==> src/rtl/mem_port_arbiter_pkg.sv <==
// mem_port_arbiter_pkg: shared FSM encoding, width defaults and grant-select constants
package mem_port_arbiter_pkg;
  localparam int ADDR_W_DEF = 32;
  localparam int DATA_W_DEF = 32;
  typedef logic [1:0] state_t;
  localparam logic [1:0] IDLE     = 2'd0;
  localparam logic [1:0] SERVE_DM = 2'd1;
  localparam logic [1:0] SERVE_IF = 2'd2;
  localparam logic [1:0] RESP     = 2'd3;
  localparam logic GNT_DM = 1'b0;
  localparam logic GNT_IF = 1'b1;
endpackage

==> src/rtl/mem_arb_perf_counter.sv <==
// mem_arb_perf_counter: 32-bit saturating event counter with enable
module mem_arb_perf_counter (
  input  logic        clk_i,
  input  logic        rst_i,
  input  logic        en_i,
  output logic [31:0] count_o
);
  // count enabled cycles, sticking at all-ones instead of wrapping
  always_ff @(posedge clk_i or negedge rst_i)
    if (!rst_i) count_o <= '0;
    else if (en_i && count_o != '1) count_o <= count_o + 32'd1;
endmodule

==> src/rtl/mem_port_arbiter.sv <==
// mem_port_arbiter: serialises IF fetch and MEM data access onto one memory port; MEM_ARB_PERF_EN adds wait-cycle counters
module mem_port_arbiter
  import mem_port_arbiter_pkg::*;
#(
  parameter int ADDR_W = ADDR_W_DEF,
  parameter int DATA_W = DATA_W_DEF
) (
  input  logic              clk_i,
  input  logic              rst_i,
  input  logic              if_req_i,
  input  logic [ADDR_W-1:0] if_addr_i,
  input  logic              if_kill_i,
  output logic [DATA_W-1:0] if_rdata_o,
  output logic              if_ack_o,
  input  logic              dm_req_i,
  input  logic              dm_we_i,
  input  logic [ADDR_W-1:0] dm_addr_i,
  input  logic [DATA_W-1:0] dm_wdata_i,
  output logic [DATA_W-1:0] dm_rdata_o,
  output logic              dm_ack_o,
  output logic              mem_req_o,
  output logic              mem_we_o,
  output logic [ADDR_W-1:0] mem_addr_o,
  output logic [DATA_W-1:0] mem_wdata_o,
  input  logic [DATA_W-1:0] mem_rdata_i,
  input  logic              mem_ready_i,
  output logic              stall_o
`ifdef MEM_ARB_PERF_EN
  ,
  output logic [31:0]       perf_if_wait_o,
  output logic [31:0]       perf_dm_wait_o
`endif
);
  state_t state, nxt;
  logic   gnt, kill_flag;

  // data wins in IDLE (older instruction); a grant holds until memory completes; RESP always returns to IDLE
  always_comb
    nxt = state == IDLE ? (dm_req_i ? SERVE_DM : (if_req_i && !if_kill_i) ? SERVE_IF : IDLE)
        : state == RESP ? IDLE
        : mem_ready_i   ? RESP : state;

  // FSM, grant capture at entry, read-data capture on completion, kill flag for in-flight fetches
  always_ff @(posedge clk_i or negedge rst_i)
    if (!rst_i) begin
      state       <= IDLE;
      gnt         <= GNT_DM;
      kill_flag   <= 1'b0;
      mem_we_o    <= 1'b0;
      mem_addr_o  <= '0;
      mem_wdata_o <= '0;
      if_rdata_o  <= '0;
      dm_rdata_o  <= '0;
    end else begin
      state     <= nxt;
      kill_flag <= state == RESP ? 1'b0 : kill_flag | (state == SERVE_IF && if_kill_i);
      if (state == IDLE && nxt != IDLE) begin
        gnt         <= dm_req_i ? GNT_DM : GNT_IF;
        mem_we_o    <= dm_req_i & dm_we_i;
        mem_addr_o  <= dm_req_i ? dm_addr_i : if_addr_i;
        mem_wdata_o <= dm_req_i ? dm_wdata_i : '0;
      end
      if (state == SERVE_IF && mem_ready_i) if_rdata_o <= mem_rdata_i;
      if (state == SERVE_DM && mem_ready_i && !mem_we_o) dm_rdata_o <= mem_rdata_i;
    end

  assign mem_req_o = state == SERVE_DM || state == SERVE_IF;
  assign if_ack_o  = state == RESP && gnt == GNT_IF && !kill_flag;
  assign dm_ack_o  = state == RESP && gnt == GNT_DM;
  // gated by reset so the pipeline is released the instant reset asserts
  assign stall_o   = rst_i && ((if_req_i && !if_ack_o && !if_kill_i) || (dm_req_i && !dm_ack_o));

`ifdef MEM_ARB_PERF_EN
  mem_arb_perf_counter u_perf_if (
    .clk_i   (clk_i),
    .rst_i   (rst_i),
    .en_i    (if_req_i && !if_ack_o),
    .count_o (perf_if_wait_o)
  );
  mem_arb_perf_counter u_perf_dm (
    .clk_i   (clk_i),
    .rst_i   (rst_i),
    .en_i    (dm_req_i && !dm_ack_o),
    .count_o (perf_dm_wait_o)
  );
`endif
endmodule

==> config.mk <==
export PLATFORM = sky130hd
export DESIGN_NAME = mem_port_arbiter
export DESIGN_NICKNAME = d
export VERILOG_FILES = /design/src/rtl/mem_port_arbiter_pkg.sv /design/src/rtl/mem_arb_perf_counter.sv /design/src/rtl/mem_port_arbiter.sv
export SDC_FILE = /design/constraint.sdc
export NUM_CORES = 1
export LEC_CHECK = 0
export CORE_MARGIN = 1.5
export CORE_UTILIZATION = 33
export CTS_CLUSTER_DIAMETER = 100
export DETAILED_ROUTE_END_ITERATION = 12
export GPL_ROUTABILITY_DRIVEN = 0
export PLACE_DENSITY = 0.7
export SETUP_SLACK_MARGIN = 0.15
export SYNTH_ARGS = -nofsm -noshare
export SYNTH_HDL_FRONTEND = slang
export SYNTH_HIERARCHICAL = 1
export SYNTH_SLANG_ARGS = --single-unit
==> constraint.sdc <==
create_clock -name clk_i -period 1.6 [get_ports clk_i]
set_clock_uncertainty 0.15 [all_clocks]
set_input_delay 0.16 -clock clk_i [delete_from_list [all_inputs] [get_ports clk_i]]
set_output_delay 0.16 -clock clk_i [all_outputs]
set_load 0.005 [all_outputs]
### After elaboration in Yosys (flattened, before gate mapping)

Index checks and enable logic that the tools add are counted.

| cells by class | value |
|---|---|
| muxes and demuxes | 9 |
| reductions and logical operators | 22 |
| bitwise operators | 3 |
| eq/ne operators | 3 |

Operators by type and width:

| cell | number |
|---|---|
| 32-bit two-way mux | 2 |
| 1-bit logical AND | 13 |
| 2-bit two-way mux | 5 |
| 1-bit logical NOT | 5 |
| 2-bit equality test (second input constant) | 2 |
| 2-bit by 1-bit equality test with 1-bit output (second input constant) | 1 |
| 2-bit logical NOT | 1 |
| 1-bit logical OR | 2 |
| 1-bit two-way mux | 2 |
| 2-bit nonzero test | 1 |
| 1-bit bitwise AND | 1 |
| 1-bit NOT | 1 |
| 1-bit OR | 1 |

| word-level totals | value |
|---|---|
| flip-flop bits (word level) | 133 |
| input port bits | 135 |

### Logic depth before layout (Yosys ltp)

| logic depth | value |
|---|---|
| depth in word-level cells | 8 |
| mapped depth | 6 |

### Worst setup path before layout

OpenSTA, ideal clock, no wires.

| timing path | value |
|---|---|
| path kind | reg-to-reg |
| start point | reg state[0] |
| end point | reg mem_addr_o[24] |
| arrival | 1.370 ns |
| path buffers | 2 |
| setup time | 0.125 ns |
| path slack | -0.046 ns |
| cell stages (with the launch flop) | 7 |
| path through | dfrtp_1 -> inv_1 -> ha_1 -> o21ai_2 -> buf_6 -> buf_6 -> mux2_4 |

| between the ends | value |
|---|---|
| longest elaborated chain between the ends | 5 |
| elaborated cells on any way between the ends | 7 |
| those cells by class | 1 x eq/ne; 3 x mux; 3 x reduce/logical |

Ends and longest elaborated chain:

| item | RTL line | source |
|---|---|---|
| start: declaration | mem_port_arbiter.sv:34 | `state_t state, nxt;` |
| start signal: assignment | mem_port_arbiter.sv:55 | `state <= nxt;` |
| 2-bit equality test or 2-bit two-way mux (tied branches) | mem_port_arbiter.sv:40, mem_port_arbiter.sv:41 |  |
| 2-bit two-way mux | mem_port_arbiter.sv:40 | `: state == RESP ? IDLE` |
| 2-bit two-way mux | mem_port_arbiter.sv:39 | `nxt = state == IDLE ? (dm_req_i ? SERVE_DM : (if_req_i && !if_kill_i) ? SERVE_IF : IDLE)` |
| 2-bit nonzero test | mem_port_arbiter.sv:57 | `if (state == IDLE && nxt != IDLE) begin` |
| 1-bit logical AND * | mem_port_arbiter.sv:57 |  |
| end signal: assignment | mem_port_arbiter.sv:60 | `mem_addr_o <= dm_req_i ? dm_addr_i : if_addr_i;` |
| end: declaration | mem_port_arbiter.sv:23 | `output logic [ADDR_W-1:0] mem_addr_o,` |

Every way passes the cells marked *; elsewhere a longest branch is shown, timed or not.
A chain may end at the register's enable or synchronous reset.

### Worst setup path after layout

| timing path | value |
|---|---|
| start point | reg state[0] |
| end point | out stall_o |

| between the ends | value |
|---|---|
| longest elaborated chain between the ends | 8 |
| elaborated cells on any way between the ends | 11 |
| those cells by class | 1 x eq/ne; 10 x reduce/logical |

Ends and longest elaborated chain:

| item | RTL line | source |
|---|---|---|
| 2-bit equality test * | mem_port_arbiter.sv:68, mem_port_arbiter.sv:69 |  |
| 1-bit logical AND (2 in series) | mem_port_arbiter.sv:68 | `assign if_ack_o = state == RESP && gnt == GNT_IF && !kill_flag;` |
| 1-bit logical NOT | mem_port_arbiter.sv:71 | `assign stall_o = rst_i && ((if_req_i && !if_ack_o && !if_kill_i) \|\| (dm_req_i && !dm_ack_o));` |
| 1-bit logical AND (2 in series) | mem_port_arbiter.sv:71 |  |
| 1-bit logical OR * | mem_port_arbiter.sv:71 |  |
| 1-bit logical AND * | mem_port_arbiter.sv:71 |  |
| end: declaration | mem_port_arbiter.sv:27 | `output logic stall_o` |

Marked as above.

==> metrics.txt <==
CP startpoint kind=register; Routed WL per cell=19.4 µm; gate count after technology mapping=342; type of the worst setup path=register to output port; complex-gate fraction of the synthesized area=6.12%; clock transition at the register clock pins on the worst setup and hold paths after CTS=0.06 ns; placement row count=47; CTS HTree Levels=4; Cell Pwr Density=1800 mW/mm²; cells taking the most area after synthesis=sky130_fd_sc_hd__dfrtp_1 60%, sky130_fd_sc_hd__mux2_2 17%, sky130_fd_sc_hd__mux2_4 10%; total clock buffers created by CTS=17; final antenna-violating net count=0; Post-Route Setup TNS=-32.47 ns; total DRC errors in the routed layout=0; class of the tightest hold or removal check=primary input to register; proportion of power drawn by flip-flops and latches=32.4%; largest net degree at the start of global routing=134; part of the Yosys area used for sequential elements=60.1%; Worst EP required=1.29 ns; global route hottest layer=met2; buffer levels on the longest clock path=2; setup slack after placement=-0.418 ns; first-pass iteration count of the detailed router=4; total grt overflow=0; CP max FO=2; overall die height=133 µm; net count of the finished layout=814; share of final-layout standard cells stronger than drive strength 1=33.6%; fmax=505 MHz; worst-margin pin slew=0.697 ns; # clock sinks=133; die width=133 µm; dominant combinational cell family by area after synthesis=multiplexers; starting utilization of the core area=33.6%; total core area=0.0165 mm²; YS warnings=6; Net Sw Frac=28.3%; Slew HR=53.5%; adder-cell area share of the yosys netlist=0.904%; area used by multi-input combinational logic=0.00225 mm²; dominant cell type by area after synthesis=sky130_fd_sc_hd__dfrtp_1; portion of synthesized cell area occupied by the leading cell type=60.1%; GR Util met1=21.2%; Vias/cell=4.65; global routing usage summed across all routing layers=18.7%; number of placed cells counting well taps=831; Switching Power=0.00519 W; Mean Syn Cell Area=16.2 µm²; Port Buffers=267; met3 usage in global routing=7.39%; number of fill cells in the layout=1196; combinational power share=47.8%; count of antenna diodes in the layout=0; total wire length after detailed routing=17500 µm; XOR/XNOR Fraction of Synth Area=0%; net count of the mapped netlist=481; critical path arrival=1.67 ns; internal power contribution=0.0132 W; result of the run=finished with violations; Hold Violations, Final=0; Setup WS post-layout=-0.381 ns; TritonCTS clock tree=done; static power due to leakage=5.39 nW; netlist area before placement=0.00554 mm²; wire length of the first global-routing pass=25100 µm; setup-violating endpoint count in the final report=135; clock share of power=19.8%; overall die area=0.0176 mm²; power after layout=0.0184 W; Post-DP Area=0.00860 mm²; first-iteration detailed-routing DRC count=151; Skew-Pair Late Insertion Delay=0.40 ns; total via count after detailed routing=4203; number of maximum-capacitance violations=0; multiplexer fraction of the synthesized cell area=28.5%; Area Growth Syn to Fin=84.0%; flops & latches, synth=133; post-detail-place hpwl=10800 µm; initial antenna violation count=0; simple-gate share of the synthesized area=1.24%; kind of end point of the critical path=output port; Netlist cell types=24; post-route cell area=0.0102 mm²; Final period util=124%; RSZ-0062 raised after global routing=yes; register area=0.00333 mm²; max-slew violation total from the final report=0; Tmin final=1.98 ns; fraction of met2 tracks used by global routing=32.7%; via count of the first global-routing pass=4534; root buffer cell=sky130_fd_sc_hd__clkbuf_16; worst vdd ir=0.000925 V; count of boundary I/O pins=268; violated checks=negative setup slack; number of non-filler instances in the completed layout=904
## path summary, 6_finish.rpt
check	start	end	slack (ns)	cells past startpoint
min reg2reg	mem_wdata_o[25]$_DFFE_PN0P_	mem_wdata_o[25]$_DFFE_PN0P_	0.34	1
min	dm_req_i	state[1]$_DFF_PN0_	0.06	4
min in group asynchronous	rst_i	if_rdata_o[21]$_DFFE_PN0P_	0.37	3
max	state[0]$_DFF_PN0_	stall_o	-0.38	5
max in group asynchronous	rst_i	mem_wdata_o[18]$_DFFE_PN0P_	0.44	3
max reg2reg	state[1]$_DFF_PN0_	dm_rdata_o[20]$_DFFE_PN0P_	-0.32	9
## layer usage
layer	wire length, µm	vias up
li1	-	1910
met1	6870	2087
met2	9010	192
met3	1450	14
met4	184	0
met5	0	-
## kinds of logic (layout without fill, tap and decap cells)
family          count (synthesis)  after routing
compound gates                 41             41
fa+ha+maj                       4              4
simple gates                   11             11
mux                           128            128
flops                         133            133
buf+inv                        25            367
## synthesized netlist by cell type
library cell / instances
sky130_fd_sc_hd__o32ai_1: 1
sky130_fd_sc_hd__mux2_2: 82
sky130_fd_sc_hd__buf_4: 1
sky130_fd_sc_hd__buf_8: 1
sky130_fd_sc_hd__dfrtp_1: 133
sky130_fd_sc_hd__buf_2: 13
sky130_fd_sc_hd__o21ai_2: 1
sky130_fd_sc_hd__nor2_1: 2
sky130_fd_sc_hd__mux2_4: 37
sky130_fd_sc_hd__and2_1: 2
sky130_fd_sc_hd__nor2b_4: 1
sky130_fd_sc_hd__ha_1: 4
sky130_fd_sc_hd__and3b_1: 1
sky130_fd_sc_hd__nand3_1: 1
sky130_fd_sc_hd__nand3b_1: 1
sky130_fd_sc_hd__o21ai_0: 3
sky130_fd_sc_hd__mux2_1: 9
sky130_fd_sc_hd__nand2_1: 2
sky130_fd_sc_hd__buf_6: 6
sky130_fd_sc_hd__inv_1: 4
sky130_fd_sc_hd__a21oi_1: 2
sky130_fd_sc_hd__o21bai_1: 1
sky130_fd_sc_hd__a22o_1: 33
sky130_fd_sc_hd__nor2b_1: 1
## area by class of cell
class	count	area share, %
clock buffer	24	4.83
clock inverter	4	0.479
inverter	4	0.221
multi-input combinational	184	22.0
sequential	133	32.7
tap	220	2.70
timing repair buffer	335	37.0
## critical path, cell delays in order, from the launching register on
cell and delay (ns):
sky130_fd_sc_hd__dfrtp_1 0.40, sky130_fd_sc_hd__ha_2 0.19, sky130_fd_sc_hd__and3b_1 0.18, sky130_fd_sc_hd__o32ai_2 0.22, sky130_fd_sc_hd__and2_1 0.16, sky130_fd_sc_hd__buf_2 0.12
## timing repair
item / 4_1_cts / 5_1_grt
hold buffers: 1 / 0
hold endpoints to repair: 133 / 0
setup endpoints to repair: 264 / 198
gates cloned: 9 / 9
pin swaps: 3 / 9
resized for setup: 113 / 113
buffers inserted: 10 / 16
## placed cells by master (no fill, tap or decap), types with 2 or more instances in the layout
master and n:
sky130_fd_sc_hd__buf_6 12, sky130_fd_sc_hd__clkbuf_8 4, sky130_fd_sc_hd__dlygate4sd2_1 66, sky130_fd_sc_hd__clkinv_2 2, sky130_fd_sc_hd__inv_1 2, sky130_fd_sc_hd__buf_4 27
sky130_fd_sc_hd__clkbuf_16 24, sky130_fd_sc_hd__buf_16 9, sky130_fd_sc_hd__mux2_1 9, sky130_fd_sc_hd__a22o_1 33, sky130_fd_sc_hd__buf_8 3, sky130_fd_sc_hd__dfrtp_1 133
sky130_fd_sc_hd__mux2_4 72, sky130_fd_sc_hd__mux2_2 47, sky130_fd_sc_hd__dlymetal6s2s_1 63, sky130_fd_sc_hd__o21ai_0 3, sky130_fd_sc_hd__buf_12 13, sky130_fd_sc_hd__clkdlybuf4s50_1 132
sky130_fd_sc_hd__buf_2 2, sky130_fd_sc_hd__clkbuf_1 3, sky130_fd_sc_hd__ha_4 3, sky130_fd_sc_hd__nor2_1 2, sky130_fd_sc_hd__nor2b_4 2
## registers in the layout, summed over array words and instances (netlist names)
register,count
state,2
mem_wdata_o,32
mem_addr_o,32
kill_flag,1
dm_rdata_o,32
gnt,1
mem_we_o,1
if_rdata_o,32
## power groups by stage
stage | combinational, W | clock [W] | sequential [W]
2_1_floorplan | 0.00282 | 0 | 0.00602
3_3_place_gp | 0.00735 | 0 | 0.00592
3_5_place_dp | 0.00753 | 0 | 0.00598
4_1_cts | 0.00792 | 0.00369 | 0.00594
5_1_grt | 0.00931 | 0.00387 | 0.00615
6_report | 0.00878 | 0.00364 | 0.00595
## through the flow
stage	hold slack [ns]	util, %
5_1_grt	0.114	61.9
3_3_place_gp	0.221	52.2
3_5_place_dp	0.231	52.2
2_1_floorplan	-0.286	-
6_report	0.0615	61.9
4_1_cts	0.0501	57.8
(Power assumes the default switching activity.)
